$ cat src/rtl/mii_rx_pkg.sv
// Shared types and constants for the MII/RMII receive lane packer.
package mii_rx_pkg;

  typedef enum logic [1:0] {IDLE, PRE, DATA, DROP} rx_state_t;

  localparam logic [7:0] SFD      = 8'hD5;
  localparam logic [7:0] PRE_BYTE = 8'h55;
  localparam int         LEN_W    = 11;

endpackage

$ cat src/rtl/mii_lane_shift.sv
// Lane shift register: SFD search window before the frame, byte assembly after it.
// Lanes enter at the top so the first lane of a byte ends up in bits [IN_W-1:0].
module mii_lane_shift
  import mii_rx_pkg::*;
#(
  parameter int IN_W = 4
) (
  input  logic            clock,
  input  logic            rst_n,
  input  logic            clr,
  input  logic            shift,
  input  logic            count,
  input  logic [IN_W-1:0] lane,
  output logic [7:0]      byte_nxt,
  output logic            sfd_hit,
  output logic            phase_wrap,
  output logic            phase_nz
);

  localparam int K  = 8 / IN_W;
  localparam int PW = (K > 1) ? $clog2(K) : 1;

  logic [7:0]    sr;
  logic [PW-1:0] phase;

  assign byte_nxt   = {lane, sr[7:IN_W]};
  assign sfd_hit    = (byte_nxt == SFD);
  assign phase_wrap = (phase == PW'(K - 1));
  assign phase_nz   = (phase != '0);

  // Phase only advances while assembling payload; it sits at 0 otherwise.
  always_ff @(posedge clock or negedge rst_n) begin
    if (!rst_n) begin
      sr    <= '0;
      phase <= '0;
    end else if (clr) begin
      sr    <= '0;
      phase <= '0;
    end else if (shift) begin
      sr    <= byte_nxt;
      phase <= (count && !phase_wrap) ? phase + PW'(1) : '0;
    end
  end

endmodule

$ cat src/rtl/mii_rx_lane_packer.sv
// Receive lane-to-byte packer: finds the SFD at any lane alignment, then emits
// payload bytes with sof/eof framing, byte count and per-frame error pulses.
module mii_rx_lane_packer
  import mii_rx_pkg::*;
#(
  parameter int IN_W      = 4,
  parameter int MIN_PRE   = 10,
  parameter int MAX_PRE   = 40,
  parameter int MAX_BYTES = 1522
) (
  input  logic             clock,
  input  logic             rst_n,
  input  logic [IN_W-1:0]  datain,
  input  logic             ena,
  output logic [7:0]       dataout,
  output logic             ren,
  output logic             sof,
  output logic             eof,
  output logic [LEN_W-1:0] frame_len,
  output logic             err_pre,
  output logic             err_align,
  output logic             err_long
);

  localparam int              PCW = $clog2(MAX_PRE + 1);
  localparam logic [IN_W-1:0] PL  = PRE_BYTE[IN_W-1:0];

  rx_state_t        state, nxt;
  logic [IN_W-1:0]  d_r;
  logic             v_r;
  logic [PCW-1:0]   pre_cnt, pre_inc;
  logic             pre_ok, pre_max;
  logic [7:0]       hold;
  logic             hold_v;
  logic [LEN_W-1:0] byte_cnt;
  logic [7:0]       byte_nxt;
  logic             sfd_hit, phase_wrap, phase_nz;
  logic             load, emit_run, emit_end, long_hit;
  logic             ren_n, sof_n, eof_n, epre_n, ealign_n;

  assign pre_inc = pre_cnt + PCW'(1);
  assign pre_ok  = (pre_cnt >= PCW'(MIN_PRE));
  assign pre_max = (pre_inc == PCW'(MAX_PRE));

  // Any v_r=0 cycle leads to IDLE, so that is also when the window is cleared.
  mii_lane_shift #(.IN_W(IN_W)) u_shift (
    .clock      (clock),
    .rst_n      (rst_n),
    .clr        (!v_r),
    .shift      (v_r && (state != DROP)),
    .count      (state == DATA),
    .lane       (d_r),
    .byte_nxt   (byte_nxt),
    .sfd_hit    (sfd_hit),
    .phase_wrap (phase_wrap),
    .phase_nz   (phase_nz)
  );

  always_ff @(posedge clock or negedge rst_n) begin
    if (!rst_n) state <= IDLE;
    else        state <= nxt;
  end

  always_comb begin
    nxt = state;
    unique case (state)
      IDLE: if (v_r) nxt = PRE;
      PRE: begin
        if (!v_r)                      nxt = IDLE;
        else if (sfd_hit)              nxt = pre_ok ? DATA : DROP;
        else if (d_r != PL || pre_max) nxt = DROP;
      end
      DATA: begin
        if (!v_r)          nxt = IDLE;
        else if (long_hit) nxt = DROP;
      end
      DROP: if (!v_r) nxt = IDLE;
      default: nxt = IDLE;
    endcase
  end

  // A completed byte waits in hold until the next one completes or the frame
  // ends, so the last byte can be tagged with eof.
  always_comb begin
    load     = (state == DATA) && v_r && phase_wrap;
    emit_run = load && hold_v;
    emit_end = (state == DATA) && !v_r && hold_v;
    long_hit = emit_run && (byte_cnt == LEN_W'(MAX_BYTES - 1));
    ren_n    = emit_run || emit_end;
    sof_n    = ren_n && (byte_cnt == '0);
    eof_n    = emit_end || long_hit;
    epre_n   = (state == PRE) && (nxt == DROP);
    ealign_n = (state == DATA) && !v_r && phase_nz;
  end

  always_ff @(posedge clock or negedge rst_n) begin
    if (!rst_n) begin
      d_r       <= '0;
      v_r       <= 1'b0;
      pre_cnt   <= '0;
      hold      <= '0;
      hold_v    <= 1'b0;
      byte_cnt  <= '0;
      dataout   <= '0;
      frame_len <= '0;
      ren       <= 1'b0;
      sof       <= 1'b0;
      eof       <= 1'b0;
      err_pre   <= 1'b0;
      err_align <= 1'b0;
      err_long  <= 1'b0;
    end else begin
      d_r       <= datain;
      v_r       <= ena;
      ren       <= ren_n;
      sof       <= sof_n;
      eof       <= eof_n;
      err_pre   <= epre_n;
      err_align <= ealign_n;
      err_long  <= long_hit;

      if (state == IDLE)
        pre_cnt <= (v_r && d_r == PL) ? PCW'(1) : '0;
      else if (state == PRE && v_r && d_r == PL)
        pre_cnt <= pre_inc;

      if (load) hold <= byte_nxt;
      if (nxt != DATA) hold_v <= 1'b0;
      else if (load)   hold_v <= 1'b1;

      if (state != DATA) byte_cnt <= '0;
      else if (ren_n)    byte_cnt <= byte_cnt + LEN_W'(1);

      if (ren_n) dataout <= hold;

      if (long_hit)      frame_len <= LEN_W'(MAX_BYTES);
      else if (emit_end) frame_len <= byte_cnt + LEN_W'(1);
    end
  end

endmodule

$ cat config.mk
export PLATFORM = sky130hd
export DESIGN_NAME = mii_rx_lane_packer
export DESIGN_NICKNAME = d
export VERILOG_FILES = /design/src/rtl/mii_rx_pkg.sv /design/src/rtl/mii_lane_shift.sv /design/src/rtl/mii_rx_lane_packer.sv
export SDC_FILE = /design/constraint.sdc
export NUM_CORES = 1
export LEC_CHECK = 0
export CAP_MARGIN = 40
export CORE_ASPECT_RATIO = 1.25
export CORE_MARGIN = 10
export CORE_UTILIZATION = 60
export DETAILED_ROUTE_END_ITERATION = 7
export PLACE_DENSITY = 0.84
export SLEW_MARGIN = 20
export SYNTH_ARGS = -nofsm -noshare
export SYNTH_HDL_FRONTEND = slang
export SYNTH_SLANG_ARGS = --single-unit
$ cat constraint.sdc
create_clock -name clock -period 2.8 [get_ports clock]
set_input_delay 0.56 -clock clock [delete_from_list [all_inputs] [get_ports clock]]
set_output_delay 0.56 -clock clock [all_outputs]
set_load 0.02 [all_outputs]
# Word-level counts from Yosys, hierarchy flattened
# Cells that the tools add are included.
# Widths: inputs -> output; s select.
# classes
n_addsub,3
n_lt_le_gt_ge,1
eq_ne,13
muxes,23
n_reduce_logical,25
# ops
operator,n
$mux 11,4
$mux 8,2
$logic_and 1x1->1,14
$mux 2,7
$mux 6,2
$add 11x1->11 const B,1
$eq 11x11->1 const B,1
$logic_not 11->1,1
$eq 8x8->1 const B,1
$pmux 2 s4,1
$reduce_bool 2->1,4
$mux 1,7
$add 6x1->6 const B,1
$eq 2x2->1 const B,3
$eq 6x6->1 const B,1
$ge 6x4->1 const B,1
$ne 2x2->1 const B,3
$eq 4x3->1 const B,1
$ne 4x3->1 const B,1
$logic_or 1x1->1,3
$eq 2x1->1 const B,1
$logic_not 1->1,2
$logic_not 2->1,1
$ne 2x1->1 const B,1
$add 1x1->1 const B,1
# totals
register_bits,67
in_bits,7
out_inout_bits,25
word_cells,82

# Longest topological paths before layout
# Gate-level depths: netlist of the first run.
# logic_depth
word_depth,10
depth_mapped,6
ltp_nobuf,6

# By module
# From an unflattened synthesis of the first run, not the netlist that was laid out.
# hier_totals
cells_unflattened,257
area_unflattened_um2,2914.0
# by_module_without_submodules
mod,instances,cells_per_inst,area_each_um2,seq_area_each_um2
mii_rx_lane_packer,1,232,2638.8,1451.4
mii_lane_shift,1,25,275.3,125.1

# Worst setup path after synthesis of the first run
# Ideal clock, no wire load.
# synth_timing
path_type,register -> register
startpoint,register byte_cnt[3]
endpoint,register hold_v
setup_time_ps,120
arrival_time_ps,1608
path_slack_ps,1071
stages_incl_launch_ff,5
path_cell_list,dfrtp_1 or3_4 or4_4 buf_6 and4_1
# synth_via
elab_chain_cells,7
word_cells_on_any_way,8
cone_classes,eq/ne: 2; mux: 4; reduce/logical: 2
# synth_lines
element,line_no,text
start: declaration,mii_rx_lane_packer.sv:35,logic [LEN_W-1:0] byte_cnt;
start signal: assignment,mii_rx_lane_packer.sv:132,else if (ren_n) byte_cnt <= byte_cnt + LEN_W'(1);
$eq 11x11->1 (*),mii_rx_lane_packer.sv:88,long_hit = emit_run && (byte_cnt == LEN_W'(MAX_BYTES - 1));
$logic_and 1x1->1 (*),mii_rx_lane_packer.sv:88,
$mux 2 (*),mii_rx_lane_packer.sv:75,else if (long_hit) nxt = DROP;
$mux 2 (*),mii_rx_lane_packer.sv:74,if (!v_r) nxt = IDLE;
$pmux 2 s4 (*),mii_rx_lane_packer.sv:66,unique case (state)
$ne 2x2->1 (*),mii_rx_lane_packer.sv:128,if (nxt != DATA) hold_v <= 1'b0;
$mux 1 or $reduce_bool 2->1 (tied branches),n/a,
end signal: assignment,mii_rx_lane_packer.sv:102,hold_v <= 1'b0;
end signal: assignment,mii_rx_lane_packer.sv:128,
end signal: assignment,mii_rx_lane_packer.sv:129,else if (load) hold_v <= 1'b1;
end: declaration,mii_rx_lane_packer.sv:34,logic hold_v;
# Mark *: on every way between the ends. The rest lies on a longest branch, timed or not.
# A chain may end at the register's enable or synchronous reset.

# Worst setup path after layout of the first run
# layout_timing
startpoint,register state[1]
endpoint,register hold_v
# layout_via
elab_chain_cells,10
word_cells_on_any_way,19
cone_classes,eq/ne: 4; mux: 9; reduce/logical: 6
# layout_lines
element,line_no,text
start: declaration,mii_rx_lane_packer.sv:28,"rx_state_t state, nxt;"
start signal: assignment,mii_rx_lane_packer.sv:61,else state <= nxt;
$eq 2x2->1,"mii_rx_lane_packer.sv:66, mii_rx_lane_packer.sv:85",
$logic_and 1x1->1 (2 in series),mii_rx_lane_packer.sv:85,load = (state == DATA) && v_r && phase_wrap;
$logic_and 1x1->1,mii_rx_lane_packer.sv:86,emit_run = load && hold_v;
$logic_and 1x1->1,mii_rx_lane_packer.sv:88,
$mux 2,mii_rx_lane_packer.sv:75,
$mux 2,mii_rx_lane_packer.sv:74,
$pmux 2 s4,mii_rx_lane_packer.sv:66,
$ne 2x2->1,mii_rx_lane_packer.sv:128,
$mux 1 or $reduce_bool 2->1 (tied branches),n/a,
# Several ways; a longest one is shown, not always the timed one.

==> results_dict.tcl, run 1 <==
set metrics [dict create \
    status "complete, no violations" \
    synth_simple_gate_area_share_pct 19.8 \
    cts_tree "done" \
    clk_latency_ps 350 \
    drc_errors 0 \
    finalWeightedCongestion 0.879 \
    setup_viol 0 \
    crit_type "register to register" \
    final-hold-violation-count 0 \
    synth_commonest_cells "dfrtp_1, nand2_1, nor2_1" \
    reg2reg_from "state[1]$_DFF_PN0_" \
    antenna_cells 0 \
    setup_tns_ps 0 \
    ys_ff_latch 63 \
    drtPass1Iterations 4 \
    cts_buffers 9 \
    yosysTopAreaCell "dfrtp_1" \
    synth_nets 277 \
    yosysTopAreaCellShare_pct 53.3 \
    ys_seq_area_share_pct 53.3 \
    fin_skew_ps 12.1 \
    grt_overflow 0 \
    synth_cell_types 48 \
    cts.path.max_buffers 2 \
    cap_violations 0 \
    rows 28 \
    synthToLayoutAreaGrowth_pct 18.5 \
    synth_area_leaders "dfrtp_1, mux2_2, xor2_1" \
    syn_avg_cell_area_um2 11.2 \
    irDropWorstVdd_uv 499 \
    crit_path_end_kind "register" \
    grt_use_total_pct 15.5 \
    rsz0062_at_grt "no" \
    netlist_area_um2 2960 \
    synth_edf_count 0 \
    slew_violations 0 \
    drive_above_1_share_pct 16.9 \
    period_minus_slack_ps 2220 \
    portBuffers 31 \
    cp_data_required_time_ps 3030 \
    clk_pin_slew_worst_paths_ps 80 \
    power_density_nw_per_um2 541 \
    multi_input_comb_area_um2 1290 \
    regArea_um2 1580 \
    worstMarginPinSlew_ps 675 \
    ctsResizeCount 0 \
    post_cts_buffers 0 \
    initial_core_util_pct 62.0 \
    dp.cells 345 \
    synthAdderAreaFrac_pct 2.12 \
    viasPerCell 5.87 \
    hp-class "input pin to async pin" \
    startpoint "state[1]$_DFF_PN0_" \
    slew_headroom_pct 54.6 \
    drt_iter0_drc 227 \
    ioPinCount 32 \
    final_cells 361 \
    dr_total_vias 2119 \
    cts_hold_buffers 0 \
    die_h_um 98.5 \
    root_buffer "clkbuf_8" \
    dpl_worst_slack_ps 637 \
    wire_per_inst_um 16.4 \
    power_mw 1.89 \
    die_w_um 82.8 \
    core_um2 4760 \
    synth_xor_area_share_pct 5.63 \
    setup_ws_ps 575 \
    wl_mm 5.92 \
    ys_warn_count 0 \
    grt_max_degree 35 \
    antenna_found_initial 0 \
    ctsHtreeMaxLevel 3 \
    yosys_most_used_dff "dfrtp_1" \
    crit_path_start_kind "register" \
    crit_fanout 19 \
    finalNetCount 308 \
    worstPathArrival_ps 2460 \
    async_flop_share_pct 100 \
    synth_cells 265 \
    synth-compound-area-share_pct 8.98 \
    fillers 345 \
    fin_crit_sh_pct 79.5 \
    die-area_um2 8150 \
    cts_sinks 63 \
    max_freq_mhz 449 \
    grt_pass1_wl_mm 9.95 \
    yosysMostFrequentCell "dfrtp_1" \
    synth_mux_area_share_pct 7.15 \
    synth_top_family_by_area "simple AND/OR/NAND/NOR gates" \
    first_global_vias 2069 \
    ant_nets 0 \
    power_leakage_nw 1.59 \
    hpwl_mm 3.97 \
]
[where the power goes]
part	leakage (nW)	total [mW]	internal (mW)	switching (mW)
logic	0.634	0.103	0.0485	0.0545
registers	0.856	0.986	0.945	0.0410
clock network	0.0964	0.804	0.419	0.385
total	1.59	1.89	1.41	0.480
[stage by stage]
stage                     util (%)  hold slack (ps)  cell area [um^2]
after floorplan                  -              264              2960
after global placement        69.2              487              3300
after detailed placement      69.2              494              3300
after CTS                     73.5              260              3500
after global routing          73.5              292              3500
final                         73.5              236              3500
[sequential cells by signal, indices dropped and copies added (netlist names)]
signal / flops
d_r: 4
ren: 1
v_r: 1
err_align: 1
hold: 8
dataout: 8
state: 2
eof: 1
err_pre: 1
pre_cnt: 6
u_shift.sr: 4
sof: 1
err_long: 1
u_shift.phase_nz: 1
hold_v: 1
frame_len: 11
byte_cnt: 11
[path summary, 6_finish.rpt]
| kind | end | cells after the start | slack, ps |
|---|---|---|---|
| max | hold_v$_DFFE_PN0P_ | 5 | 580 |
| min | eof$_DFF_PN0_ | 1 | 240 |
| max reg2reg | hold_v$_DFFE_PN0P_ | 5 | 580 |
| min reg2reg | dataout[5]$_DFFE_PN0P_ | 1 | 510 |
| max in group asynchronous | u_shift.sr[6]$_DFFE_PN0P_ | 2 | 1950 |
| min in group clock | dataout[5]$_DFFE_PN0P_ | 1 | 510 |
[metal layers]
metal	part of all wire, %	GRT usage (%)
met1	38	18.3
met2	51	25.1
met3	8.8	5.55
met4	1.6	5.16
met5	0	0
[layout make-up]
class	count	share of cell area (%)
sequential	63	45.0
multi-input combinational	184	36.8
timing repair buffer	34	9.72
clock buffer	9	3.54
clock inverter	7	2.29
tap	60	2.14
inverter	4	0.429
[worst max-delay path: stages, from the launching register on]
cell	delay (ps)
dfrtp_1	680
nor2b_4	280
nand3_1	90
buf_4	230
or4_4	620
and4_1	220
[logic make-up (layout without fill, tap and decap cells)]
| kind of cell | Yosys count | count (layout) |
|---|---|---|
| AO/OA/AOI/OAI | 35 | 35 |
| buffers and inverters | 18 | 54 |
| AND/OR/NAND/NOR | 106 | 106 |
| multiplexers | 19 | 19 |
| XOR/XNOR | 19 | 19 |
| adder cells (fa/ha/maj) | 5 | 5 |
| flip-flops | 63 | 63 |
[placed cells by master, fill, tap and decap left out, types with 2 or more instances in the layout]
master | Yosys | final
nand2_1 | 25 | 25
nand2b_1 | 3 | 3
ha_1 | 5 | 5
inv_1 | 4 | 4
xnor2_1 | 5 | 5
clkinv_4 | 0 | 2
clkbuf_8 | 0 | 9
or3_1 | 3 | 3
nor3b_1 | 2 | 2
inv_6 | 0 | 2
clkdlybuf4s50_1 | 0 | 30
nor4_1 | 3 | 3
mux2_2 | 17 | 17
a21boi_0 | 5 | 5
clkinvlp_4 | 0 | 2
o31ai_1 | 2 | 2
o21ai_0 | 7 | 7
o22ai_1 | 4 | 4
mux2i_1 | 2 | 2
a21oi_1 | 6 | 6
buf_4 | 2 | 2
nand3b_1 | 3 | 3
xor2_1 | 14 | 14
and4_1 | 3 | 3
dfrtp_1 | 63 | 63
nor2_1 | 24 | 24
a22oi_2 | 6 | 6
and3_1 | 2 | 2
and4b_1 | 2 | 2
nand3_1 | 15 | 15
nand4_1 | 8 | 8
(Power assumes the default switching activity.)
==> run 2, diff against run 1 <==
--- a/config.mk
+++ b/config.mk
@@ -8,9 +8,9 @@
 export CAP_MARGIN = 40
 export CORE_ASPECT_RATIO = 1.25
 export CORE_MARGIN = 10
-export CORE_UTILIZATION = 60
+export CORE_UTILIZATION = 56
 export DETAILED_ROUTE_END_ITERATION = 7
-export PLACE_DENSITY = 0.84
+export PLACE_DENSITY = 0.79
 export SLEW_MARGIN = 20
 export SYNTH_ARGS = -nofsm -noshare
 export SYNTH_HDL_FRONTEND = slang
==> constraint.sdc (replaced) <==
create_clock -name clock -period 2.3 [get_ports clock]
set_input_delay 0.46 -clock clock [delete_from_list [all_inputs] [get_ports clock]]
set_output_delay 0.46 -clock clock [all_outputs]
set_load 0.02 [all_outputs]
==> run 2 against run 1 <==
Sequential power up 20%. Final area up 0.54%. Critical path type is now register to primary output. Core utilization down 4.2 points. Global-route usage down 1.1 points.
==> results_dict.tcl, run 2 (synthesis results as in run 1) <==
set metrics [dict create \
    status "complete, no violations" \
    die_w_um 85.0 \
    final-hold-violation-count 0 \
    cp_cell_sequence "clkdlybuf4s50_1" \
    setup_viol 0 \
    viasPerCell 5.72 \
    ctsResizeCount 0 \
    slew_violations 0 \
    met1_usage_pct 15.5 \
    hpwl_mm 4.14 \
    crit_type "register to primary output" \
    setup_tns_ps 0 \
    crit_path_start_kind "register" \
    met3_usage_pct 5.14 \
    wl_mm 5.82 \
    power_mw 2.18 \
    ctsHtreeMaxLevel 3 \
    r2r_cells 3 \
    antenna_found_initial 0 \
    use_met2_pct 24.1 \
    fin_skew_ps 13.1 \
    cap_violations 0 \
    die-area_um2 8600 \
    dr_total_vias 2116 \
    crit_cells 1 \
    clk_latency_ps 340 \
    wire_per_inst_um 15.7 \
    rsz0062_at_grt "no" \
    irDropWorstVdd_uv 404 \
    hp-class "input pin to async pin" \
    first_global_vias 2229 \
    fin_crit_sh_pct 77.7 \
    path_delay_family "buffers and inverters" \
    post_cts_buffers 0 \
    fillers 394 \
    root_buffer "clkbuf_8" \
    period_minus_slack_ps 1790 \
    antenna_cells 0 \
    worstPathArrival_ps 1330 \
    finalNetCount 315 \
    regToRegSetupSlack_ps 520 \
    cpMaxStageDelayCell "clkdlybuf4s50_1" \
    worstMarginPinSlew_ps 476 \
    cts_buffers 9 \
    grt_use_total_pct 14.4 \
    grt_max_degree 24 \
    cts_sinks 63 \
    drtPass1Iterations 4 \
    initial_core_util_pct 58.2 \
    die_h_um 101 \
    core_um2 5080 \
    cp_data_required_time_ps 1840 \
    cts_tree "done" \
    grt_busiest_layer "met2" \
    cts.path.max_buffers 2 \
    rows 29 \
    finalWeightedCongestion 0.879 \
    cts_hold_buffers 0 \
    drc_errors 0 \
    max_freq_mhz 559 \
    final_cell_mix "dfrtp_1, clkdlybuf4s50_1, nand2_1" \
    mostFrequentLayoutCell "dfrtp_1" \
    hold_slack_ps 60.7 \
    grt_pass1_wl_mm 10.2 \
    crit_fanout 2 \
    ant_nets 0 \
    synthToLayoutAreaGrowth_pct 19.1 \
    portBuffers 31 \
    slew_headroom_pct 68.2 \
    power_density_nw_per_um2 620 \
    drive_above_1_share_pct 18.8 \
    drt_iter0_drc 150 \
    path_buf_inv 1 \
    critPathMaxStageDelay_ps 630 \
    grt_overflow 0 \
    final_cells 370 \
    power_leakage_nw 1.61 \
    ioPinCount 32 \
    clk_pin_slew_worst_paths_ps 80 \
    top_regs "byte_cnt: 11 flops, frame_len: 11 flops" \
    dp.cells 354 \
    crit_path_end_kind "primary output" \
]
run 2: area by class of cell:
type,count,area (um^2),area share (%)
flip-flops and latches,63,1580,44.8
clock inverters,5,33.8,0.960
inverters,4,15.0,0.427
repair buffers,41,380,10.8
clock buffers,11,141,4.02
multi-input cells,184,1290,36.8
well taps,62,77.6,2.20
run 2: per-layer routing:
metal,share of wire [%],wire [um]
met5,0,0
met2,52,3050
met3,6.1,352
met1,39,2280
met4,2.2,129
run 2: stage by stage:
| step | setup WS (ps) | area (um^2) | utilization [%] |
|---|---|---|---|
| floorplan | 571 | 2960 | - |
| global placement | 541 | 3340 | 65.8 |
| detailed placement | 484 | 3340 | 65.8 |
| CTS | 479 | 3520 | 69.3 |
| global route | 363 | 3520 | 69.3 |
| finish | 512 | 3520 | 69.3 |
run 2: path summary, 6_finish.rpt:
| check | from | endpoint |
|---|---|---|
| max in group asynchronous | rst_n | state[1]$_DFF_PN0_ |
| setup reg to reg | byte_cnt[3]$_DFFE_PN0P_ | hold_v$_DFFE_PN0P_ |
| hold / removal | rst_n | byte_cnt[9]$_DFFE_PN0P_ |
| hold reg to reg | hold[7]$_DFFE_PN0P_ | dataout[7]$_DFFE_PN0P_ |
| setup / recovery | dataout[1]$_DFFE_PN0P_ | dataout[1] |
| min in group clock | hold[7]$_DFFE_PN0P_ | dataout[7]$_DFFE_PN0P_ |
run 2: power by group:
| group | internal [mW] | switching, mW | leakage, nW |
|---|---|---|---|
| combinational | 0.0672 | 0.0839 | 0.664 |
| clock | 0.418 | 0.430 | 0.0853 |
| sequential | 1.15 | 0.0301 | 0.856 |
==> run 3, diff against run 2 <==
--- a/config.mk
+++ b/config.mk
@@ -8,9 +8,9 @@
 export CAP_MARGIN = 40
 export CORE_ASPECT_RATIO = 1.25
 export CORE_MARGIN = 10
-export CORE_UTILIZATION = 56
+export CORE_UTILIZATION = 50
 export DETAILED_ROUTE_END_ITERATION = 7
-export PLACE_DENSITY = 0.79
+export PLACE_DENSITY = 0.75
 export SLEW_MARGIN = 20
 export SYNTH_ARGS = -nofsm -noshare
 export SYNTH_HDL_FRONTEND = slang
==> constraint.sdc (replaced) <==
create_clock -name clock -period 1.5 [get_ports clock]
set_input_delay 0.3 -clock clock [delete_from_list [all_inputs] [get_ports clock]]
set_output_delay 0.3 -clock clock [all_outputs]
set_load 0.02 [all_outputs]
==> run 3 against run 2 <==
Final area increased by 16%. Wire length increased by 19%. Clock power increased by 82%. Largest power group unchanged. Count of clock-buffer cells in the layout decreased by 2. The flow now finishes with violations (setup timing).
==> results_dict.tcl, run 3 (synthesis results as in run 1) <==
set metrics [dict create \
    p_clk_share_pct 42.3 \
    setup_tns_ps -794 \
    finalNetCount 359 \
    antenna_cells 0 \
    regToRegSetupSlack_ps -120 \
    fin_crit_sh_pct 108 \
    combPwrFrac_pct 8.0 \
    wl_mm 6.94 \
    p_sw_uw 833 \
    final_cell_mix "dfrtp_1, buf_4, dlygate4sd2_1" \
    dr_total_vias 2350 \
    cts_tree "done" \
    fillers 403 \
    multi_input_comb_area_um2 1470 \
    hpwl_mm 4.48 \
    status "finished with violations" \
    finalInstanceArea_um2 4070 \
    initial_core_util_pct 51.1 \
    drc_errors 0 \
    regToRegEndpoint "hold_v$_DFFE_PN0P_" \
    seq_power_share_pct 49.7 \
    fin_skew_ps 9.50 \
    cts_sinks 63 \
    regArea_um2 1580 \
    worstPathArrival_ps 1850 \
    cp_data_required_time_ps 1730 \
    power_mw 3.65 \
    core_um2 5780 \
    cp_cell_sequence "or3_4, or4_4, and4_1" \
    clk_latency_ps 340 \
    clk_pin_slew_worst_paths_ps 70 \
    synthToLayoutAreaGrowth_pct 37.7 \
    grt_pass1_wl_mm 11.1 \
    max_freq_mhz 617 \
    irDropWorstVdd_uv 716 \
    startpoint "byte_cnt[3]$_DFFE_PN0P_" \
    grt_use_total_pct 14.9 \
    final_cells 416 \
    internal_power_mw 2.82 \
    top_regs "byte_cnt: 11 flops, frame_len: 11 flops" \
    r2r_cells 3 \
    die-area_um2 9410 \
    grt_overflow 0 \
    cts.path.max_buffers 2 \
    portBuffers 31 \
    grt_max_degree 64 \
    slew_violations 0 \
    violations "setup timing" \
    reg2reg_from "byte_cnt[3]$_DFFE_PN0P_" \
    die_w_um 88.8 \
    ant_nets 0 \
    period_minus_slack_ps 1620 \
    crit_type "register to register" \
    critPathMaxStageDelay_ps 550 \
    drive_above_1_share_pct 36.0 \
    power_leakage_nw 1.98 \
    worstMarginPinSlew_ps 379 \
    drt_iter0_drc 115 \
    slew_headroom_pct 74.5 \
    finalWeightedCongestion 0.839 \
    antenna_found_initial 0 \
    hp-class "input pin to register" \
    root_buffer "clkbuf_8" \
    ctsHtreeMaxLevel 3 \
    final-hold-violation-count 0 \
    crit_fanout 5 \
    placed_area_um2 3650 \
    cp-endpoint "hold_v$_DFFE_PN0P_" \
    ioPinCount 32 \
    setup_ws_ps -121 \
    viasPerCell 5.65 \
    first_global_vias 2337 \
    wire_per_inst_um 16.7 \
    drtPass1Iterations 4 \
    mostFrequentLayoutCell "dfrtp_1" \
    cap_violations 0 \
    cts_buffers 9 \
    switching_share_pct 22.8 \
    rsz0062_at_grt "yes" \
    rows 31 \
    dp.cells 393 \
    power_density_nw_per_um2 896 \
    cpMaxStageDelayCell "or4_4" \
    crit_path_end_kind "register" \
    die_h_um 106 \
    crit_path_start_kind "register" \
    dpl_worst_slack_ps -168 \
    setup_viol 10 \
]
## run 3: cell types whose count changed in the layout (fill, tap and decap cells not counted), sizes merged, moves of 2 or more
cell / delta
buf: +42
bufinv: +2
clkbuf: -2
clkdlybuf4s50: -25
clkinvlp: -2
dlygate4sd2: +25
## run 3: worst min path at each step
stage / from / to / slack, ps / cells past startpoint
after floorplan: rst_n / byte_cnt[0]$_DFFE_PN0P_ / 4 / 0
after global placement: rst_n / frame_len[2]$_DFFE_PN0P_ / 330 / 2
after detailed placement: rst_n / frame_len[3]$_DFFE_PN0P_ / 330 / 2
after CTS: datain[1] / d_r[1]$_DFF_PN0_ / 390 / 1
after global routing: datain[2] / d_r[2]$_DFF_PN0_ / 400 / 1
final: datain[1] / d_r[1]$_DFF_PN0_ / 390 / 1
## run 3: timing repair
action	4_1_cts	5_1_grt
endpoints found under the hold margin	63	0
pin swaps	11	12
gates resized for setup	39	23
hold buffers	1	0
setup endpoints to repair	46	27
buffers inserted	1	6
cloned	1	0
## run 3: worst max-delay path: cells and delay by family (launching register included)
family / cells / cell delay, ps
simple gates: 3 / 1140
flops: 1 / 370
## run 3: layout make-up
| cell class | count | share of cell area (%) |
|---|---|---|
| sequential | 63 | 38.8 |
| clock inverter | 5 | 1.84 |
| tap | 66 | 2.03 |
| clock buffer | 9 | 3.04 |
| timing repair buffer | 84 | 17.8 |
| multi-input combinational | 185 | 36.1 |
| inverter | 4 | 0.369 |
## run 3: metrics by stage
| stage | util [%] | hold slack, ps |
|---|---|---|
| finish | 70.4 | 393 |
| floorplan | - | 4.41 |
| global route | 70.4 | 400 |
| detailed placement | 63.2 | 334 |
| CTS | 67.6 | 389 |
| global placement | 63.2 | 334 |
## run 3: power groups by stage
stage / Sequential, mW / Combinational (mW) / Clock [mW]
after floorplan: 1.83 / 0.144 / 0
after global placement: 1.84 / 0.270 / 0
after detailed placement: 1.84 / 0.275 / 0
after CTS: 1.81 / 0.277 / 1.56
after global routing: 1.82 / 0.320 / 1.64
final: 1.81 / 0.291 / 1.54
## run 3: routing by layer
metal	vias up	track usage, %	part of all wire, %
met5	-	0	0
li1	1105	-	-
met2	65	25.4	53
met4	0	7.52	2.6
met1	1162	16.5	39
met3	18	3.82	5.4
